--- src/rtl/xocc_mac_engine.sv ---
// xocc_mac_engine: serial command engine with a 16-cycle shift-add MAC.
// Ports: cmd FIFO (buffer/empty/rd_en), rsp FIFO (buffer/full/wr_en), busy.
module xocc_mac_engine #(
  parameter int unsigned CMD_WIDTH = 32,
  parameter logic [3:0]  STAT_TAG  = 4'h5
) (
  input  logic                 xocc_clk,
  input  logic                 xocc_rst,
  input  logic [CMD_WIDTH-1:0] xocc_cmd_buffer,
  input  logic                 xocc_cmd_empty,
  output logic                 xocc_cmd_rd_en,
  output logic [31:0]          xocc_rsp_buffer,
  input  logic                 xocc_rsp_full,
  output logic                 xocc_rsp_wr_en,
  output logic                 busy
);

  typedef enum logic [1:0] {
    S_IDLE,
    S_EXEC,
    S_RESP
  } state_t;

  localparam logic [3:0] OP_NOP    = 4'h0;
  localparam logic [3:0] OP_CLR    = 4'h1;
  localparam logic [3:0] OP_SETA   = 4'h2;
  localparam logic [3:0] OP_MAC    = 4'h3;
  localparam logic [3:0] OP_RDACC  = 4'h4;
  localparam logic [3:0] OP_RDSTAT = 4'h5;

  state_t      r_state;
  logic [3:0]  r_op;
  logic [15:0] r_opnd;
  logic [15:0] r_a;
  logic [31:0] r_acc;
  logic [31:0] r_prod;
  logic [3:0]  r_bit;
  logic [15:0] r_mac_cnt;
  logic [7:0]  r_err_cnt;
  logic [31:0] r_rsp;

  logic        w_pop;
  logic        w_push;
  logic [31:0] w_addend;
  logic [31:0] w_prod;
  logic        w_unused;

  // Only opcode and operand fields are consumed.
  assign w_unused = ^xocc_cmd_buffer;

  assign w_pop  = (r_state == S_IDLE) & ~xocc_cmd_empty & ~xocc_rst;
  assign w_push = (r_state == S_RESP) & ~xocc_rsp_full & ~xocc_rst;

  assign xocc_cmd_rd_en  = w_pop;
  assign xocc_rsp_wr_en  = w_push;
  assign xocc_rsp_buffer = r_rsp;
  assign busy            = (r_state != S_IDLE);

  // One multiplier bit per cycle; the product is private until the
  // last step, so acc never shows a partial sum.
  assign w_addend = r_opnd[r_bit] ? ({16'h0, r_a} << r_bit) : 32'h0;
  assign w_prod   = r_prod + w_addend;

  always_ff @(posedge xocc_clk) begin
    if (xocc_rst) begin
      r_state   <= S_IDLE;
      r_op      <= 4'h0;
      r_opnd    <= 16'h0;
      r_a       <= 16'h0;
      r_acc     <= 32'h0;
      r_prod    <= 32'h0;
      r_bit     <= 4'h0;
      r_mac_cnt <= 16'h0;
      r_err_cnt <= 8'h0;
      r_rsp     <= 32'h0;
    end else begin
      unique case (r_state)
        S_IDLE: begin
          if (w_pop) begin
            r_op    <= xocc_cmd_buffer[31:28];
            r_opnd  <= xocc_cmd_buffer[15:0];
            r_bit   <= 4'h0;
            r_prod  <= 32'h0;
            r_state <= S_EXEC;
          end
        end
        S_EXEC: begin
          r_state <= S_IDLE;
          case (r_op)
            OP_NOP: begin
            end
            OP_CLR: begin
              r_acc     <= 32'h0;
              r_mac_cnt <= 16'h0;
            end
            OP_SETA: begin
              r_a <= r_opnd;
            end
            OP_MAC: begin
              r_prod <= w_prod;
              r_bit  <= r_bit + 4'd1;
              if (r_bit != 4'hF) begin
                r_state <= S_EXEC;
              end else begin
                r_acc     <= r_acc + w_prod;
                r_mac_cnt <= r_mac_cnt + 16'd1;
              end
            end
            OP_RDACC: begin
              r_rsp   <= r_acc;
              r_state <= S_RESP;
            end
            OP_RDSTAT: begin
              r_rsp   <= {STAT_TAG, 4'h0, r_err_cnt, r_mac_cnt};
              r_state <= S_RESP;
            end
            default: begin
              if (r_err_cnt != 8'hFF) begin
                r_err_cnt <= r_err_cnt + 8'd1;
              end
              r_rsp   <= {16'hDEAD, 12'h000, r_op};
              r_state <= S_RESP;
            end
          endcase
        end
        S_RESP: begin
          if (w_push) begin
            r_state <= S_IDLE;
          end
        end
        default: r_state <= S_IDLE;
      endcase
    end
  end

endmodule

--- config.mk ---
export PLATFORM = sky130hd
export DESIGN_NAME = xocc_mac_engine
export DESIGN_NICKNAME = d
export VERILOG_FILES = /design/src/rtl/xocc_mac_engine.sv
export SDC_FILE = /design/constraint.sdc
export NUM_CORES = 1
export LEC_CHECK = 0
export CAP_MARGIN = 25
export CORE_MARGIN = 8
export CORE_UTILIZATION = 38
export CTS_BUF_LIST = sky130_fd_sc_hd__clkbuf_4
export CTS_CLUSTER_DIAMETER = 60
export CTS_CLUSTER_SIZE = 10
export DETAILED_ROUTE_END_ITERATION = 16
export PLACE_DENSITY_LB_ADDON = 0.1
export SLEW_MARGIN = 20
export SYNTH_ARGS = -nofsm -noshare
export SYNTH_HDL_FRONTEND = slang
export SYNTH_SLANG_ARGS = --single-unit
--- constraint.sdc ---
create_clock -name xocc_clk -period 18.6 [get_ports xocc_clk]
set_input_delay 4.65 -clock xocc_clk [delete_from_list [all_inputs] [get_ports xocc_clk]]
set_output_delay 4.65 -clock xocc_clk [all_outputs]
set_load 0.005 [all_outputs]
==> out/results.txt, run 1 <==
Cells after Synth: 1161
Gr usage total: 0.165
Hold Vio Cnt, Final: 0
Maximum buffer depth of the clock tree: 2
Grt total ovfl: 0
Nets: 1305
Mean Syn Cell Area: 8.53 um^2
Routed len/inst: 16.7 um
Worst-path fanout max: 23
Synth Area in Adders: 0.0887
Clock Power Share: 0.353
Post-route ant nets: 0
Hold Buf Count CTS: 0
DR pass1 iterations: 4
Register area share after synthesis: 0.327
Worst Path Required: 13.95 ns
Row count: 59
Die span in y: 177 um
GPL Wtd Cong: 0.845
Final Util: 0.430
Initial antenna violation count: 1
Multi-input logic area: 6350 um^2
Post-CTS sizing: 0
Placed instance count: 1515
Net Switching: 0.000179 W
Initial Utilization: 0.383
XOR/XNOR share of the synthesized area: 0.0667
Max cap viols: 0
Post-synthesis compound-gate area fraction: 0.241
Clk slew on worst S/H paths: 0.15 ns
Skew-Pair Late Insertion Delay: 0.60 ns
Iter 0 DRT Violations: 468
Pwr dens: 54.6 nW/um^2
Setup_tns: 0 ns
CP Launch Type: input pin
Share of total power in combinational logic: 0.061
Layout cells sized above 1: 0.0750
Post-synth EDFFs: 0
Total wire length: 25800 um
Switch share: 0.295
Vias in the first global route: 8079
Relative slew slack: 0.526
Final Cycle Share: 0.578
Die area: 31500 um^2
First-pass GRT wire length: 42300 um
# setup viols final: 0
Setup CP Type: input pin to primary output
Crit path DAT: 6.10 ns
CTS tree: done
Placed Area: 10800 um^2
# clock sinks: 162
Synth cell types: 67
Largest net degree at the start of global routing: 60
Slew of the pin with the lowest slew margin: 0.711 ns
Ys Warns: 0
Clock root cell: clkbuf_4
Final instance area: 11100 um^2
Post-CTS Setup Repair Bufs: 0
Mux cell area share after synthesis: 0.0763
Num CTS Buffers: 17
Synth-to-layout area growth: 12.3%
Hold WC Path Type: flop to flop
DPL Wire Length: 19200 um
Vias: 8395
Io pins: 71
Fin Clk Skew: 0.0244 ns
Slew Limit Fails: 0
Flip-flop and latch area: 3240 um^2
Synth area leaders: dfxtp_1, ha_1, nor2_1
Synth Register Bits: 162
Buffers on Ports: 58
H-tree levels: 4
Status: completed
Final Critical Period: 10.75 ns
DRC Markers: 0
Post-Syn Area: 9900 um^2
Leakage: 4.67 nW
Simple-Gate Fraction of Synth Area: 0.167
Vias/cell: 5.42
Seq pwr share: 0.587
Yosys top cell area share: 0.327
Top FF cell, synth: dfxtp_1
Filler cells: 2669
Die width: 177 um
Combinational family with the most area after synthesis: compound AO/OA/AOI/OAI gates
RSZ-0062 raised after global routing: no
Core area: 25800 um^2
Int Pwr: 0.000428 W
Non-Filler Instances: 1549
Fmax achieved: 93.0 MHz
Critical Path End Type: primary output
Asr flop ratio synth: 0
Peak supply drop: 0.0383 mV
Cell taking the most area after synthesis: dfxtp_1
Net Count, Synth: 1266
==> state kept, by name, indices dropped and copies added (netlist names) <==
register	flops
r_a	16
r_acc	32
r_state	2
xocc_rsp_buffer	32
r_prod	32
r_op	4
r_mac_cnt	16
r_opnd	16
r_err_cnt	8
r_bit	4
==> power groups by stage <==
stage                     clock (W)  sequential (W)  combinational (W)
final                      0.000214        0.000356          0.0000368
after global routing       0.000237        0.000357          0.0000406
after CTS                  0.000223        0.000356          0.0000374
after detailed placement          0        0.000363          0.0000373
after global placement            0        0.000363          0.0000369
after floorplan                   0        0.000362          0.0000212
==> worst paths after layout <==
| check | endpoint | cells past startpoint | slack (ns) | startpoint |
|---|---|---|---|---|
| worst max-delay path | xocc_cmd_rd_en | 4 | 7.85 | xocc_cmd_empty |
| worst min-delay path | xocc_rsp_buffer[29]$_SDFFE_PP0P_ | 2 | 0.46 | xocc_rsp_buffer[29]$_SDFFE_PP0P_ |
| worst max register to register | r_acc[31]$_SDFFE_PP0P_ | 25 | 11.43 | r_bit[3]$_SDFFE_PP0P_ |
| worst min register to register | xocc_rsp_buffer[29]$_SDFFE_PP0P_ | 2 | 0.46 | xocc_rsp_buffer[29]$_SDFFE_PP0P_ |
==> metrics by stage <==
step                      power, W  setup WS [ns]  hold slack (ns)
after floorplan           0.000383           8.42            0.443
after global placement    0.000400           7.83            0.444
after detailed placement  0.000401           7.84            0.444
after CTS                 0.000617           7.83            0.464
after global routing      0.000635           7.75            0.481
final                     0.000607           7.85            0.461
==> synthesized netlist by cell type (all sizes together) (6+ instances only) <==
| master | instances |
|---|---|
| nor2 | 181 |
| dfxtp | 162 |
| a21oi | 73 |
| ha | 67 |
| clkbuf | 54 |
| o21ai | 51 |
| nand2 | 48 |
| a22o | 47 |
| a22oi | 46 |
| mux2i | 44 |
| xnor2 | 36 |
| xor2 | 36 |
| a21o | 32 |
| a211oi | 28 |
| inv | 25 |
| nand3 | 24 |
| nor3 | 22 |
| mux2 | 20 |
| and2 | 15 |
| nand4 | 15 |
| a31oi | 13 |
| nand2b | 13 |
| o21bai | 10 |
| nor2b | 9 |
| o21a | 9 |
| or3 | 8 |
| and3 | 7 |
| or2 | 6 |
==> critical path, stage by stage <==
cell and delay [ns]:
clkdlybuf4s50_1 0.45, nor3_2 0.16, buf_4 0.28, clkdlybuf4s50_1 0.56
==> routing by layer <==
metal,global-route usage,up-vias,share of wire,wire length [um]
met3,0.0264,21,0.026,674
met2,0.266,109,0.46,11900
met5,0,-,0,0
met4,0.0382,0,0.012,312
li1,-,4331,-,-
met1,0.229,3934,0.50,12900
==> kinds of logic after synthesis <==
group | count (synthesis)
simple gates | 362
compound gates | 343
flops | 162
buf+inv | 84
xor+xnor | 73
fa+ha+maj | 69
mux | 68
==> final cells by class <==
class                   instances  area share
well taps                     335      0.0377
multi-input cells             915       0.571
flip-flops and latches        162       0.292
repair buffers                 78      0.0662
clock inverters                15      0.0129
inverters                      26     0.00878
clock buffers                  17      0.0115
diodes                          1    0.000225
==> cells in the final DEF (no fill, tap or decap), drive strengths merged, types with 7 or more instances in the layout <==
cell	count
a211oi	28
a21o	32
a21oi	73
a22o	47
a22oi	46
a31oi	13
and2	15
and3	7
buf	21
clkbuf	17
clkdlybuf4s50	57
clkinv	7
dfxtp	162
ha	67
inv	34
mux2	20
mux2i	44
nand2	48
nand2b	13
nand3	24
nand4	15
nor2	181
nor2b	9
nor3	22
o21a	9
o21ai	51
o21bai	10
or3	8
xnor2	36
xor2	36
Power figures use the tool's default switching activity.
==> run 2, diff against run 1 <==
Clock period 18.6 ns to 8.9 ns, I/O delays scaled along.
==> run 2 against run 1 <==
Clock skew is 0.0015 ns higher. Cell area up 0.13%. Worst hold slack better by 0.0022 ns. Critical path type is now flop to flop. Non-clock buffer count is the same. Count of clock-buffer cells in the layout increased by 2. Die area unchanged. Power rose by 110%. First-iteration DRC count increased by 4.3%. Clock power rose by 120%. Worst setup slack got worse by 6.1 ns. Register-to-register slack worse by 9.7 ns.
==> out/results.txt, run 2 (synthesis gave the netlist of run 1 again) <==
Slew Limit Fails: 0
Setup CP Type: flop to flop
Die width: 177 um
RSZ-0062 raised after global routing: no
Iter 0 DRT Violations: 488
Skew-Pair Late Insertion Delay: 0.59 ns
Largest net degree at the start of global routing: 61
Most frequent cells in the layout: nor2_1, dfxtp_1, a21oi_1, ha_1, clkdlybuf4s50_1
Die span in y: 177 um
Total power: 0.00129 W
Die area: 31500 um^2
Hold WC Path Type: flop to flop
Post-CTS Setup Repair Bufs: 0
Nets: 1305
Hold Vio Cnt, Final: 0
DR pass1 iterations: 5
Worst Path Required: 9.38 ns
Post-CTS sizing: 0
Int Pwr: 0.000925 W
Fin Clk Skew: 0.0259 ns
Fmax achieved: 140 MHz
Critical Path Max Stage Delay: 0.69 ns
Initial antenna violation count: 1
Hold Buf Count CTS: 0
GPL Wtd Cong: 0.854
Flip-flop and latch area: 3240 um^2
Crit-path leading delay family: compound AO/OA/AOI/OAI gates
Net Switching: 0.000364 W
Critical path buffers and inverters: 1
Slew of the pin with the lowest slew margin: 0.701 ns
Most common cell after layout, fill and taps aside: nor2_1
Worst-path fanout max: 19
DRC Markers: 0
Reg2reg start: r_bit[3]$_SDFFE_PP0P_
Vias: 8395
Row count: 59
Grt total ovfl: 0
Vias/cell: 5.42
Num CTS Buffers: 17
First-pass GRT wire length: 43000 um
DPL Wire Length: 19300 um
Post-route ant nets: 0
Maximum buffer depth of the clock tree: 2
Total wire length: 26100 um
H-tree levels: 4
Most frequent CP cell: a21oi_1
Gr usage total: 0.167
Hold Startpoint: xocc_rsp_buffer[24]$_SDFFE_PP0P_
Setup_tns: 0 ns
Worst setup path startpoint: r_bit[3]$_SDFFE_PP0P_
CTS tree: done
Share of total power in combinational logic: 0.060
Status: completed
Buffers on Ports: 58
Core area: 25800 um^2
CP Launch Type: flop
Critical Path End Type: flop
Leakage: 4.67 nW
# clock sinks: 162
Switch share: 0.282
Seq pwr share: 0.577
Vias in the first global route: 8231
Synth-to-layout area growth: 12.4%
Clk slew on worst S/H paths: 0.17 ns
Relative slew slack: 0.533
Multi-input logic area: 6350 um^2
Pwr dens: 116 nW/um^2
Peak supply drop: 0.0550 mV
Crit path DAT: 7.64 ns
CP max stage cell: dfxtp_1
Io pins: 71
Routed len/inst: 16.9 um
Final Cycle Share: 0.804
Initial Utilization: 0.383
Filler cells: 2675
Clock root cell: clkbuf_4
Final Critical Period: 7.15 ns
Layout cells sized above 1: 0.0767
Clock Power Share: 0.363
# setup viols final: 0
Max cap viols: 0
[run 2: changes by cell type in the layout (fill, tap and decap cells not counted), moves of 2 or more]
cell	previous run	this run
clkbuf_4	17	19
clkinv_1	3	1
clkinv_4	2	4
clkinvlp_4	0	2
inv_6	6	2
[run 2: worst paths after layout]
path,to,slack [ns],cells past startpoint
max,r_acc[31]$_SDFFE_PP0P_,1.75,25
min,xocc_rsp_buffer[24]$_SDFFE_PP0P_,0.46,2
max reg2reg,r_acc[31]$_SDFFE_PP0P_,1.75,25
min reg2reg,xocc_rsp_buffer[24]$_SDFFE_PP0P_,0.46,2
[run 2: cell type report]
class / count / area share
antenna: 1 / 0.000225
clock buffer: 19 / 0.0128
clock inverter: 13 / 0.0133
inverter: 26 / 0.00877
multi-input combinational: 915 / 0.570
sequential: 162 / 0.291
tap: 335 / 0.0376
timing repair buffer: 78 / 0.0657
[run 2: worst reg2reg max path, cell delays in order (launching register included)]
cell and delay, ns:
dfxtp_1 0.69, clkinv_1 0.57, o21ai_0 0.37, o21bai_1 0.33, and2_1 0.56, nor2_1 0.14, ha_1 0.39, a21o_1 0.21
a21oi_1 0.16, o21bai_1 0.10, a41o_1 0.27, o21ai_0 0.17, nand2b_1 0.09, a21oi_1 0.18, xnor2_1 0.15, ha_1 0.45
o21ai_0 0.14, or2_0 0.21, a311o_1 0.35, a22oi_1 0.37, a21oi_1 0.23, o21ai_0 0.20, a21oi_1 0.11, xnor3_1 0.37
a21oi_1 0.16, o21ai_1 0.06
[run 2: power groups by stage]
| stage | combinational, W | sequential [W] | clock [W] |
|---|---|---|---|
| finish | 0.0000773 | 0.000744 | 0.000468 |
| global route | 0.0000850 | 0.000746 | 0.000524 |
| CTS | 0.0000784 | 0.000744 | 0.000489 |
| detailed placement | 0.0000780 | 0.000759 | 0 |
| global placement | 0.0000768 | 0.000759 | 0 |
| floorplan | 0.0000442 | 0.000757 | 0 |
[run 2: stage by stage]
step / utilization / instance area [um^2] / hold WS (ns) / std cells / setup slack (ns)
2_1_floorplan: - / 9900 / 0.443 / 1161 / 3.00
3_3_place_gp: 0.419 / 10800 / 0.443 / 1513 / 1.93
3_5_place_dp: 0.419 / 10800 / 0.449 / 1515 / 1.91
4_1_cts: 0.430 / 11100 / 0.468 / 1547 / 1.83
5_1_grt: 0.431 / 11100 / 0.491 / 1549 / 1.07
6_report: 0.431 / 11100 / 0.464 / 1549 / 1.75
[run 2: metal layers]
layer  track usage  part of all wire  vias to the layer above
met5             0                 0                        -
li1              -                 -                     4328
met3        0.0257             0.023                       23
met1         0.228              0.51                     3941
met4        0.0410             0.012                        0
met2         0.272              0.46                      103
==> run 3, diff against run 2 <==
Clock period 8.9 ns to 6 ns, I/O delays scaled along.
==> run 3 against run 2 <==
Combinational power is 51% higher. Count of clock-buffer cells in the layout stayed put. Critical path depth did not move. Register-to-register slack lost 1.3 ns. Sequential share of layout area is 1.2 points lower. Worst hold slack worse by 0.00099 ns. First-iteration DRC count increased by 1.6%. Worst setup slack got worse by 1.3 ns. Maximum frequency is 28% higher. Non-clock buffer count increased by 52. Critical path type unchanged.
==> out/results.txt, run 3 (synthesis gave the netlist of run 1 again) <==
Initial Utilization: 0.383
Slew of the pin with the lowest slew margin: 1.04 ns
Max cap viols: 0
Peak supply drop: 0.0956 mV
Largest net degree at the start of global routing: 60
Seq pwr share: 0.577
Gr usage total: 0.170
Routed len/inst: 16.5 um
Clock root cell: clkbuf_4
CP max stage cell: dfxtp_2
Placed instance count: 1564
H-tree levels: 4
Worst Path Required: 6.52 ns
Clock Power Share: 0.361
RSZ-0062 raised after global routing: no
Slew Limit Fails: 0
Grt total ovfl: 0
Hold Vio Cnt, Final: 0
Iter 0 DRT Violations: 496
Most frequent CP cell: buf_4
First-pass GRT wire length: 43600 um
Most common cell after layout, fill and taps aside: nor2_1
Worst-path fanout max: 18
Crit path DAT: 6.12 ns
Hold Buf Count CTS: 0
DR pass1 iterations: 4
Final Cycle Share: 0.933
Net Switching: 0.000538 W
Status: completed
Die width: 177 um
# clock sinks: 162
Maximum buffer depth of the clock tree: 2
Vias: 8604
Final instance area: 11600 um^2
Skew-Pair Late Insertion Delay: 0.61 ns
Initial antenna violation count: 1
Vias in the first global route: 8389
# setup viols final: 0
Clk slew on worst S/H paths: 0.15 ns
Synth-to-layout area growth: 17.2%
Die area: 31500 um^2
Fin Clk Skew: 0.0314 ns
Filler cells: 2643
Fmax achieved: 179 MHz
Relative slew slack: 0.303
Io pins: 71
CP Launch Type: flop
Pwr dens: 165 nW/um^2
Placed Area: 11200 um^2
Share of total power in combinational logic: 0.061
Num CTS Buffers: 17
Switch share: 0.282
Int Pwr: 0.00137 W
Setup_tns: 0 ns
Critical Path End Type: flop
Critical Path Max Stage Delay: 0.39 ns
Flip-flop and latch area: 3240 um^2
Die span in y: 177 um
Total wire length: 26500 um
Buffers on Ports: 58
GPL Wtd Cong: 0.876
Vias/cell: 5.37
Leakage: 4.96 nW
Row count: 59
Setup CP Type: flop to flop
CTS tree: done
Core area: 25800 um^2
Multi-input logic area: 6410 um^2
Layout cells sized above 1: 0.127
Final Critical Period: 5.60 ns
Hold WC Path Type: flop to flop
Non-Filler Instances: 1601
Nets: 1357
Fin Hold WS: 0.463 ns
DPL Wire Length: 20000 um
Post-route ant nets: 0
Most frequent cells in the layout: nor2_1, dfxtp_1, buf_4, a21oi_1, ha_1
DRC Markers: 0
==> run 3: cell types whose count changed in the layout (fill, tap and decap cells not counted), sizes merged <==
| cell | change |
|---|---|
| buf | +52 |
| clkinv | -3 |
| clkinvlp | +2 |
| inv | +1 |
==> run 3: routing by layer <==
metal	GRT usage	vias up	routed length [um]
li1	-	4431	-
met1	0.229	4011	13200
met2	0.281	143	12300
met3	0.0289	19	860
met4	0.0330	0	210
met5	0	-	0
==> run 3: cell type report <==
cell class	instances	share of cell area
repair buffers	130	0.0988
diodes	1	0.000216
inverters	26	0.00873
multi-input cells	915	0.552
well taps	335	0.0361
clock buffers	19	0.0123
clock inverters	13	0.0122
flip-flops and latches	162	0.280
==> run 3: stage by stage <==
stage,util,setup WS [ns],total power (W)
finish,0.449,0.402,0.00191
global route,0.449,0.0000813,0.00200
CTS,0.445,0.116,0.00194
detailed placement,0.434,0.153,0.00124
global placement,0.434,0.144,0.00124
floorplan,-,0.0990,0.00119
==> run 3: worst max-delay path, delay by kind of cell (launching register included) <==
kind                     cells  cell delay (ns)
AO/OA/AOI/OAI               14             2.82
XOR/XNOR                     2             0.37
adder cells (fa/ha/maj)      2             0.63
buffers and inverters        5             0.84
flip-flops                   1             0.39
multiplexers                 1             0.22
AND/OR/NAND/NOR              1             0.25
==> run 3: power groups by stage <==
stage,Clock [W],Sequential [W],Combinational (W)
after floorplan,0,0.00112,0.0000656
after global placement,0,0.00113,0.000117
after detailed placement,0,0.00113,0.000118
after CTS,0.000720,0.00110,0.000118
after global routing,0.000764,0.00111,0.000128
final,0.000690,0.00110,0.000117
==> run 3: path summary, 6_finish.rpt <==
path,start,to,slack (ns),cells past startpoint
min,xocc_rsp_buffer[29]$_SDFFE_PP0P_,xocc_rsp_buffer[29]$_SDFFE_PP0P_,0.46,2
min reg2reg,xocc_rsp_buffer[29]$_SDFFE_PP0P_,xocc_rsp_buffer[29]$_SDFFE_PP0P_,0.46,2
max,r_bit[0]$_SDFFE_PP0P_,r_acc[30]$_SDFFE_PP0P_,0.40,25
max reg2reg,r_bit[0]$_SDFFE_PP0P_,r_acc[30]$_SDFFE_PP0P_,0.40,25
==> run 3: repair_timing <==
action	in CTS	in global routing
setup buffers	0	3
gates resized for setup	0	17
setup endpoints to repair	0	7
